<file path="config.mk">
export PLATFORM = sky130hd
export DESIGN_NAME = rd_ptr_sync_status_flat
export DESIGN_NICKNAME = d
export VERILOG_FILES = /design/src/rtl/ddr_fifo_pkg.sv /design/src/rtl/rd_ptr_sync_status_if.sv /design/src/rtl/ptr_sync_chain.sv /design/src/rtl/rd_ptr_sync_status.sv /design/src/flat_wrapper.sv
export SDC_FILE = /design/constraint.sdc
export NUM_CORES = 1
export LEC_CHECK = 0
export CAP_MARGIN = 20
export CELL_PAD_IN_SITES_DETAIL_PLACEMENT = 0
export CELL_PAD_IN_SITES_GLOBAL_PLACEMENT = 1
export CORE_AREA = 2 2 108 89
export DETAILED_ROUTE_END_ITERATION = 7
export DIE_AREA = 0 0 110 91
export GPL_ROUTABILITY_DRIVEN = 0
export PLACE_DENSITY_LB_ADDON = 0.1
export SYNTH_ARGS = -nofsm -noshare
export SYNTH_HDL_FRONTEND = slang
export SYNTH_SLANG_ARGS = --single-unit
</file>
<file path="constraint.sdc">
create_clock -name i_rd_clk -period 3.7 [get_ports i_rd_clk]
set_input_delay 0.555 -clock i_rd_clk [delete_from_list [all_inputs] [get_ports i_rd_clk]]
set_output_delay 0.555 -clock i_rd_clk [all_outputs]
set_load 0.01 [all_outputs]
</file>
<file path="src/rtl/ddr_fifo_pkg.sv">
// rtl/ddr_fifo_pkg.sv - shared DDR TX FIFO constants and Gray/binary helper
// Used by the read-side pointer synchroniser and the write-side full-flag logic.
package ddr_fifo_pkg;

  localparam int SYNC_STAGES_MIN = 2;
  localparam int SYNC_STAGES_MAX = 4;
  localparam int DEFAULT_PTR_R   = 12;
  localparam int GRAY_W_MAX      = 32;

  // Callers zero-extend narrower pointers; leading zeros leave the result unchanged.
  function automatic logic [GRAY_W_MAX-1:0] gray2bin(input logic [GRAY_W_MAX-1:0] g);
    logic [GRAY_W_MAX-1:0] b;
    b[GRAY_W_MAX-1] = g[GRAY_W_MAX-1];
    for (int i = GRAY_W_MAX - 2; i >= 0; i--) begin
      b[i] = b[i+1] ^ g[i];
    end
    return b;
  endfunction

endpackage

</file>
<file path="src/rtl/rd_ptr_sync_status_if.sv">
// rtl/rd_ptr_sync_status_if.sv - pointer/status bundle between FIFO read logic and rd_ptr_sync_status
// slave: the synchroniser/status block; master: the FIFO read-side user.
interface rd_ptr_sync_status_if
  import ddr_fifo_pkg::*;
#(
  parameter int PTR_R = DEFAULT_PTR_R
);

  logic [PTR_R:0] i_wr_ptr_gray;
  logic [PTR_R:0] i_rd_ptr_bin;
  logic [PTR_R:0] o_wr_ptr_gray;
  logic [PTR_R:0] o_wr_ptr_bin;
  logic [PTR_R:0] o_level;
  logic           o_empty;
  logic           o_aempty;
  logic           o_ptr_update;
  logic           o_gray_err;

  modport slave (
    input  i_wr_ptr_gray,
    input  i_rd_ptr_bin,
    output o_wr_ptr_gray,
    output o_wr_ptr_bin,
    output o_level,
    output o_empty,
    output o_aempty,
    output o_ptr_update,
    output o_gray_err
  );

  modport master (
    output i_wr_ptr_gray,
    output i_rd_ptr_bin,
    input  o_wr_ptr_gray,
    input  o_wr_ptr_bin,
    input  o_level,
    input  o_empty,
    input  o_aempty,
    input  o_ptr_update,
    input  o_gray_err
  );

endinterface

</file>
<file path="src/rtl/ptr_sync_chain.sv">
// rtl/ptr_sync_chain.sv - multi-flop synchroniser for a Gray-coded pointer
// Pure flop chain: nothing may sit between stages or the MTBF analysis breaks.
module ptr_sync_chain #(
  parameter int WIDTH  = 13,
  parameter int STAGES = 2
) (
  input  logic             i_rd_clk,
  input  logic             i_rd_rst,
  input  logic [WIDTH-1:0] d,
  output logic [WIDTH-1:0] q
);

  (* ASYNC_REG = "TRUE" *) logic [WIDTH-1:0] sync_q [STAGES];

  always_ff @(posedge i_rd_clk) begin
    if (i_rd_rst) begin
      for (int n = 0; n < STAGES; n++) begin
        sync_q[n] <= '0;
      end
    end else begin
      sync_q[0] <= d;
      for (int n = 1; n < STAGES; n++) begin
        sync_q[n] <= sync_q[n-1];
      end
    end
  end

  assign q = sync_q[STAGES-1];

endmodule

</file>
<file path="src/rtl/rd_ptr_sync_status.sv">
// rtl/rd_ptr_sync_status.sv - write-pointer synchroniser with read-side level/empty/almost-empty status
// Optional sticky Gray-violation checker enabled by RD_PTR_SYNC_GRAY_CHECK_EN.
module rd_ptr_sync_status
  import ddr_fifo_pkg::*;
#(
  parameter int PTR_R         = DEFAULT_PTR_R,
  parameter int SYNC_STAGES   = 2,
  parameter int AEMPTY_THRESH = 4
) (
  input logic                 i_rd_clk,
  input logic                 i_rd_rst,
  rd_ptr_sync_status_if.slave bus
);

  localparam int             W          = PTR_R + 1;
  localparam logic [PTR_R:0] AEMPTY_LVL = W'(AEMPTY_THRESH);

  if (SYNC_STAGES < SYNC_STAGES_MIN || SYNC_STAGES > SYNC_STAGES_MAX) begin : g_bad_stages
    $error("rd_ptr_sync_status: SYNC_STAGES=%0d outside %0d..%0d",
           SYNC_STAGES, SYNC_STAGES_MIN, SYNC_STAGES_MAX);
  end
  if (AEMPTY_THRESH < 0 || AEMPTY_THRESH >= (2 ** PTR_R)) begin : g_bad_thresh
    $error("rd_ptr_sync_status: AEMPTY_THRESH=%0d outside 0..2^PTR_R-1", AEMPTY_THRESH);
  end
  if (W > GRAY_W_MAX) begin : g_bad_width
    $error("rd_ptr_sync_status: PTR_R=%0d exceeds gray2bin width", PTR_R);
  end

  logic [PTR_R:0] gray_sync;
  logic [PTR_R:0] gray_prev_q;
  logic [PTR_R:0] wr_bin_q,  wr_bin_d;
  logic [PTR_R:0] level_q,   level_d;
  logic           empty_q,   empty_d;
  logic           aempty_q,  aempty_d;
  logic           ptr_update_q, ptr_update_d;

  ptr_sync_chain #(
    .WIDTH  (W),
    .STAGES (SYNC_STAGES)
  ) u_chain (
    .i_rd_clk (i_rd_clk),
    .i_rd_rst (i_rd_rst),
    .d        (bus.i_wr_ptr_gray),
    .q        (gray_sync)
  );

  // One combinational level feeds every flag so the status outputs never disagree.
  always_comb begin
    wr_bin_d     = W'(gray2bin(GRAY_W_MAX'(gray_sync)));
    level_d      = wr_bin_d - bus.i_rd_ptr_bin;
    empty_d      = (level_d == '0);
    aempty_d     = (level_d <= AEMPTY_LVL);
    ptr_update_d = (gray_sync != gray_prev_q);
  end

  always_ff @(posedge i_rd_clk) begin
    if (i_rd_rst) begin
      gray_prev_q  <= '0;
      wr_bin_q     <= '0;
      level_q      <= '0;
      empty_q      <= 1'b1;
      aempty_q     <= 1'b1;
      ptr_update_q <= 1'b0;
    end else begin
      gray_prev_q  <= gray_sync;
      wr_bin_q     <= wr_bin_d;
      level_q      <= level_d;
      empty_q      <= empty_d;
      aempty_q     <= aempty_d;
      ptr_update_q <= ptr_update_d;
    end
  end

`ifdef RD_PTR_SYNC_GRAY_CHECK_EN
  logic [PTR_R:0] gray_diff;
  logic           gray_err_q, gray_err_d;

  // More than one set bit in the step means the source broke Gray ordering.
  always_comb begin
    gray_diff  = gray_sync ^ gray_prev_q;
    gray_err_d = gray_err_q | (|(gray_diff & (gray_diff - W'(1))));
  end

  always_ff @(posedge i_rd_clk) begin
    if (i_rd_rst) begin
      gray_err_q <= 1'b0;
    end else begin
      gray_err_q <= gray_err_d;
    end
  end

  assign bus.o_gray_err = gray_err_q;
`else
  assign bus.o_gray_err = 1'b0;
`endif

  assign bus.o_wr_ptr_gray = gray_sync;
  assign bus.o_wr_ptr_bin  = wr_bin_q;
  assign bus.o_level       = level_q;
  assign bus.o_empty       = empty_q;
  assign bus.o_aempty      = aempty_q;
  assign bus.o_ptr_update  = ptr_update_q;

endmodule

</file>
<file path="src/flat_wrapper.sv">
// flat-port wrapper written by rule: the top's interface ports become plain ports
module rd_ptr_sync_status_flat import ddr_fifo_pkg::*;
#(
  parameter int PTR_R         = DEFAULT_PTR_R,
  parameter int SYNC_STAGES   = 2,
  parameter int AEMPTY_THRESH = 4
)
  (i_rd_clk, i_rd_rst, bus_i_wr_ptr_gray, bus_i_rd_ptr_bin, bus_o_wr_ptr_gray, bus_o_wr_ptr_bin, bus_o_level, bus_o_empty, bus_o_aempty, bus_o_ptr_update, bus_o_gray_err);
  rd_ptr_sync_status_if #(.PTR_R(PTR_R)) bus_i ();
  input logic i_rd_clk;
  input logic i_rd_rst;
  input wire logic [$bits(bus_i.i_wr_ptr_gray)-1:0] bus_i_wr_ptr_gray;
  input wire logic [$bits(bus_i.i_rd_ptr_bin)-1:0] bus_i_rd_ptr_bin;
  output wire logic [$bits(bus_i.o_wr_ptr_gray)-1:0] bus_o_wr_ptr_gray;
  output wire logic [$bits(bus_i.o_wr_ptr_bin)-1:0] bus_o_wr_ptr_bin;
  output wire logic [$bits(bus_i.o_level)-1:0] bus_o_level;
  output wire logic [$bits(bus_i.o_empty)-1:0] bus_o_empty;
  output wire logic [$bits(bus_i.o_aempty)-1:0] bus_o_aempty;
  output wire logic [$bits(bus_i.o_ptr_update)-1:0] bus_o_ptr_update;
  output wire logic [$bits(bus_i.o_gray_err)-1:0] bus_o_gray_err;
  assign bus_i.i_wr_ptr_gray = bus_i_wr_ptr_gray;
  assign bus_i.i_rd_ptr_bin = bus_i_rd_ptr_bin;
  assign bus_o_wr_ptr_gray = bus_i.o_wr_ptr_gray;
  assign bus_o_wr_ptr_bin = bus_i.o_wr_ptr_bin;
  assign bus_o_level = bus_i.o_level;
  assign bus_o_empty = bus_i.o_empty;
  assign bus_o_aempty = bus_i.o_aempty;
  assign bus_o_ptr_update = bus_i.o_ptr_update;
  assign bus_o_gray_err = bus_i.o_gray_err;
  rd_ptr_sync_status #(.PTR_R(PTR_R), .SYNC_STAGES(SYNC_STAGES), .AEMPTY_THRESH(AEMPTY_THRESH)) u_core (.i_rd_clk(i_rd_clk), .i_rd_rst(i_rd_rst), .bus(bus_i));
endmodule
</file>
# Word-level counts from Yosys, hierarchy flattened
# Memory sizes are Yosys's and may differ from the RTL's.
# Cells that the tools add are included.
# word_totals
elab_cells	30
mem_bits_rw	26
memories	1
ff_bits	42
input_bits	28
out_inout_bits	43
# mem_list
name	words	word_bits	read_ports	rd_clocked_by_memory_dff	wr	line_no	text
u_core.u_chain.sync_q	2	13	2	0	2	ptr_sync_chain.sv:13	(* ASYNC_REG = "TRUE" *) logic [WIDTH-1:0] sync_q [STAGES];
# op_classes
eq_ne	1
order_cmp	1
n_reduce_logical	1
mux	5
addsub	1
n_bitwise	14
# op_table
op	count
13-bit two-way mux	2
13-bit by 3-bit less-or-equal comparator with 1-bit output (second input constant)	1
13-bit zero test	1
13-bit != test	1
13-bit subtractor	1
1-bit bitwise XOR	12
1-bit two-way mux	3
1-bit OR	2

# Logic depth before layout (Yosys ltp)
# An unclocked memory read counts as a cell.
# depth
word_depth	15
ltp_mapped	13
mapped_depth_nobuf	13

# Cells and area by module
# Synthesis repeated with hierarchy kept, for this count alone.
# hier_totals
cells_unflattened	304
area_unflattened_um2	3009.1
# modules_own_cells
mod	instances	cells_each	seq_area_each_um2	area_per_inst_um2
rd_ptr_sync_status	1	237	820.8	2210.9
ptr_sync_chain	1	67	520.5	798.3

# Least setup slack after synthesis
# No wires, ideal clock.
# synth_path
path_type	flip-flop to flip-flop
start	memory u_core.u_chain.sync_q[1][12], in the netlist u_core.u_chain.sync_q[0][25]
end	register u_core.aempty_q, in the netlist u_core.bus.o_aempty
required_ps	3599
stages_incl_launch_ff	14
slack_ps	-224
arrival_ps	3823
cell_sequence	dfxtp_1 -> xnor3_2 -> xor2_4 -> xnor2_4 -> xnor2_1 -> xnor2_1 -> ha_1 -> fa_1 -> nand2b_1 -> a21oi_1 -> and4b_1 -> a2111oi_0 -> o2111ai_1 -> o41ai_1
# synth_lines
element	line_no	text
start: declaration	ptr_sync_chain.sv:13	
end signal: assignment	rd_ptr_sync_status.sv:69	aempty_q <= aempty_d;
end: declaration	rd_ptr_sync_status.sv:34	logic aempty_q, aempty_d;

==> results.toml <==
[sta]
clock_skew_ns = 0.009072
hold_viol = 0
tightest_slew_ns = 0.6630
setup_tns_ns = 0
drv_slew = 0
fin_crit_sh_pct = 95.79
setup_violations = 0
final.min_clock_period_ns = 3.544
fmax_ghz = 0.2821
relSlewSlack_pct = 55.80

[logic_synthesis]
synthTopCellsByCount = "dfxtp_1 (67), nor2b_1 (41), nor2_1 (24)"
avgSynthCellArea_um2 = 9.824
synth_edf_count = 0
yosysMostFrequentCell = "dfxtp_1"
synth_area_leaders = "dfxtp_1 (45%), nor2b_1 (8.6%), ha_1 (5.0%)"
synth_seq_area_share_pct = 45.06
ys.flop_type = "dfxtp_1"
yosysTopAreaCell = "dfxtp_1"
synth_area_um2 = 2977
yosys_warnings = 0
synth_seq_cells = 67
syn_nets = 344
synthCells = 303
synth_top_area_share_pct = 45.06
synth.distinct_cells = 48
synthArstFlopShare_pct = 0

[layout]
multi_input_area_um2 = 1633
final_cells = 498
fin_nets = 420
seq_area_um2 = 1341
areaGrowthSynthToFinish_pct = 42.71
diodes = 0
drive_above_1_share_pct = 17.75
fillers = 867
final_util_pct = 47.82

[critical_path]
reg2reg_depth = 13
arrival_ns = 3.79
cp-end-kind = "flip-flop"
crit_type = "flip-flop to flip-flop"
cp.required_ns = 3.94
crit_path_start = "u_core.u_chain.sync_q[0][25]"
crit_end = "u_core.bus.o_aempty"
rrSetupSlack_ns = 0.16
r2r-start = "u_core.u_chain.sync_q[0][25]"
cp_max_fo = 3
worstReg2RegEnd = "u_core.bus.o_aempty"
cp-start-kind = "flip-flop"

[clock_network]
cts_buffers = 9
htreeDepth = 3
worstSkewPairLatency_ns = 0.34
clk_pin_slew_ns = 0.08
cts_root_buffer = "clkbuf_8"
cts_hold_buffers = 0
cts_sinks = 67
cts_buffer_depth = 2
cts_tree = "built"

[power]
p_leak_nw = 1.772
ir_worst_vdd_mv = 0.2498
p_per_area_nw_per_um2 = 607.4

[placement]
dp.final_hpwl_um = 5101
io_buffer_count = 69
dp_cells = 480

[die]
start_util_pct = 33.51
fp.dieW_um = 110
die_y_um = 91
rows = 31
core_um2 = 8882
dieArea_um2 = 10010
ios = 71

[drt]
drt-pass1-iter-count = 4
wirelength_um = 7170
post-route-drc-count = 0
antenna_left = 0
viasPerCell = 4.474
wire_per_inst_um = 14.40
vias = 2228
dr.first_iter.drc_count = 56

[hold_path]
hold_class = "flip-flop to flip-flop"
holdCritStartpoint = "u_core.u_chain.sync_q[0][5]"

[grt]
gr-total-overflow = 0
first_global_vias = 2104
grt_pass1_wl_um = 10830
grt_max_degree = 35
antenna_found_initial = 0
track_usage_pct = 14.57

[run]
maxCapViolations = 0

[status]
status = "finished clean"
[kinds of logic after synthesis]
kind of cell | Yosys count | share of synthesized area [%]
simple gates | 100 | 18.58
flops | 67 | 45.06
buf+inv | 44 | 7.440
compound gates | 40 | 9.374
xor+xnor | 37 | 13.37
fa+ha+maj | 13 | 5.717
other cells | 1 | 0.1260
mux | 1 | 0.3363
[registers in the layout, summed over array words and instances (netlist names)]
name and flops:
u_core.bus.o_level 13, u_core.bus.o_ptr_update 1, u_core.bus.o_wr_ptr_bin 13, u_core.bus.o_aempty 1, u_core.u_chain.sync_q 26, u_core.bus.o_empty 1, u_core.gray_prev_q 12
[worst min-delay path by stage]
stage / end / slack (ns) / cells past startpoint
final: u_core.u_chain.sync_q[0][18] / 0.44 / 1
after global routing: u_core.u_chain.sync_q[0][13] / 0.45 / 1
after CTS: u_core.u_chain.sync_q[0][13] / 0.44 / 1
after detailed placement: u_core.u_chain.sync_q[0][13] / 0.42 / 1
after global placement: u_core.u_chain.sync_q[0][14] / 0.42 / 1
after floorplan: u_core.u_chain.sync_q[0][13] / 0.41 / 1
[placed cells by master (no fill, tap or decap), types with 6 or more instances in the layout]
cell type        count
buf_4               21
dfxtp_1             67
and2_1               9
xnor2_1             11
a21oi_1              9
nor2_1              24
nor2b_1             41
inv_1               19
clkbuf_8            10
xor2_1              17
clkdlybuf4s50_1     68
ha_1                 9
nand2_1              6
[repair_timing]
item                                   in CTS  in global routing
setup endpoints to repair                   2                  3
pin swaps                                   3                 15
gates resized for setup                     7                 28
endpoints found under the hold margin       0                  0
buffers inserted                            1                  2
[worst max-delay path, stage by stage, from the launching register on]
cell	delay, ns
dfxtp_1	0.34
xnor3_2	0.48
xor2_4	0.23
xnor2_4	0.15
xnor2_2	0.15
xnor2_1	0.16
ha_1	0.23
fa_2	0.36
nand2b_4	0.17
a21oi_4	0.20
o221ai_2	0.16
a311oi_2	0.35
xnor2_2	0.14
o41ai_1	0.35
[metal layers]
layer	global-route usage [%]	wire length, µm	vias up	part of all wire (%)
met5	0	0	-	0
met4	5.380	160	0	2.2
met3	5.456	556	18	7.8
met2	19.68	2909	88	41
met1	20.80	3543	986	49
li1	-	-	1136	-
[area by class of cell]
class                           count  share of cell area [%]
Inverter                           19                   1.679
Sequential cell                    67                   31.58
Clock buffer                       10                   3.240
Tap cell                          115                   3.387
Multi-Input combinational cell    192                   38.44
Timing Repair Buffer               90                   19.85
Clock inverter                      5                   1.826
[power breakdown]
part	total (mW)	internal, mW	switching, mW	leakage (nW)
Sequential	0.841	0.812	0.0287	0.554
Clock	0.669	0.392	0.277	0.108
Combinational	1.07	0.532	0.538	1.11
Total	2.58	1.74	0.844	1.77
[through the flow]
stage	hold slack [ns]	setup WS [ns]	area, µm²	total power [mW]
5_1_grt	0.4492	-0.04873	4248	2.741
3_3_place_gp	0.4171	-0.09143	3805	1.752
4_1_cts	0.4371	0.007295	4070	2.466
6_report	0.4361	0.1558	4248	2.580
2_1_floorplan	0.4138	0.01798	2990	1.392
3_5_place_dp	0.4212	-0.1301	3805	1.747
No activity file was read; power rests on OpenSTA's default activity.
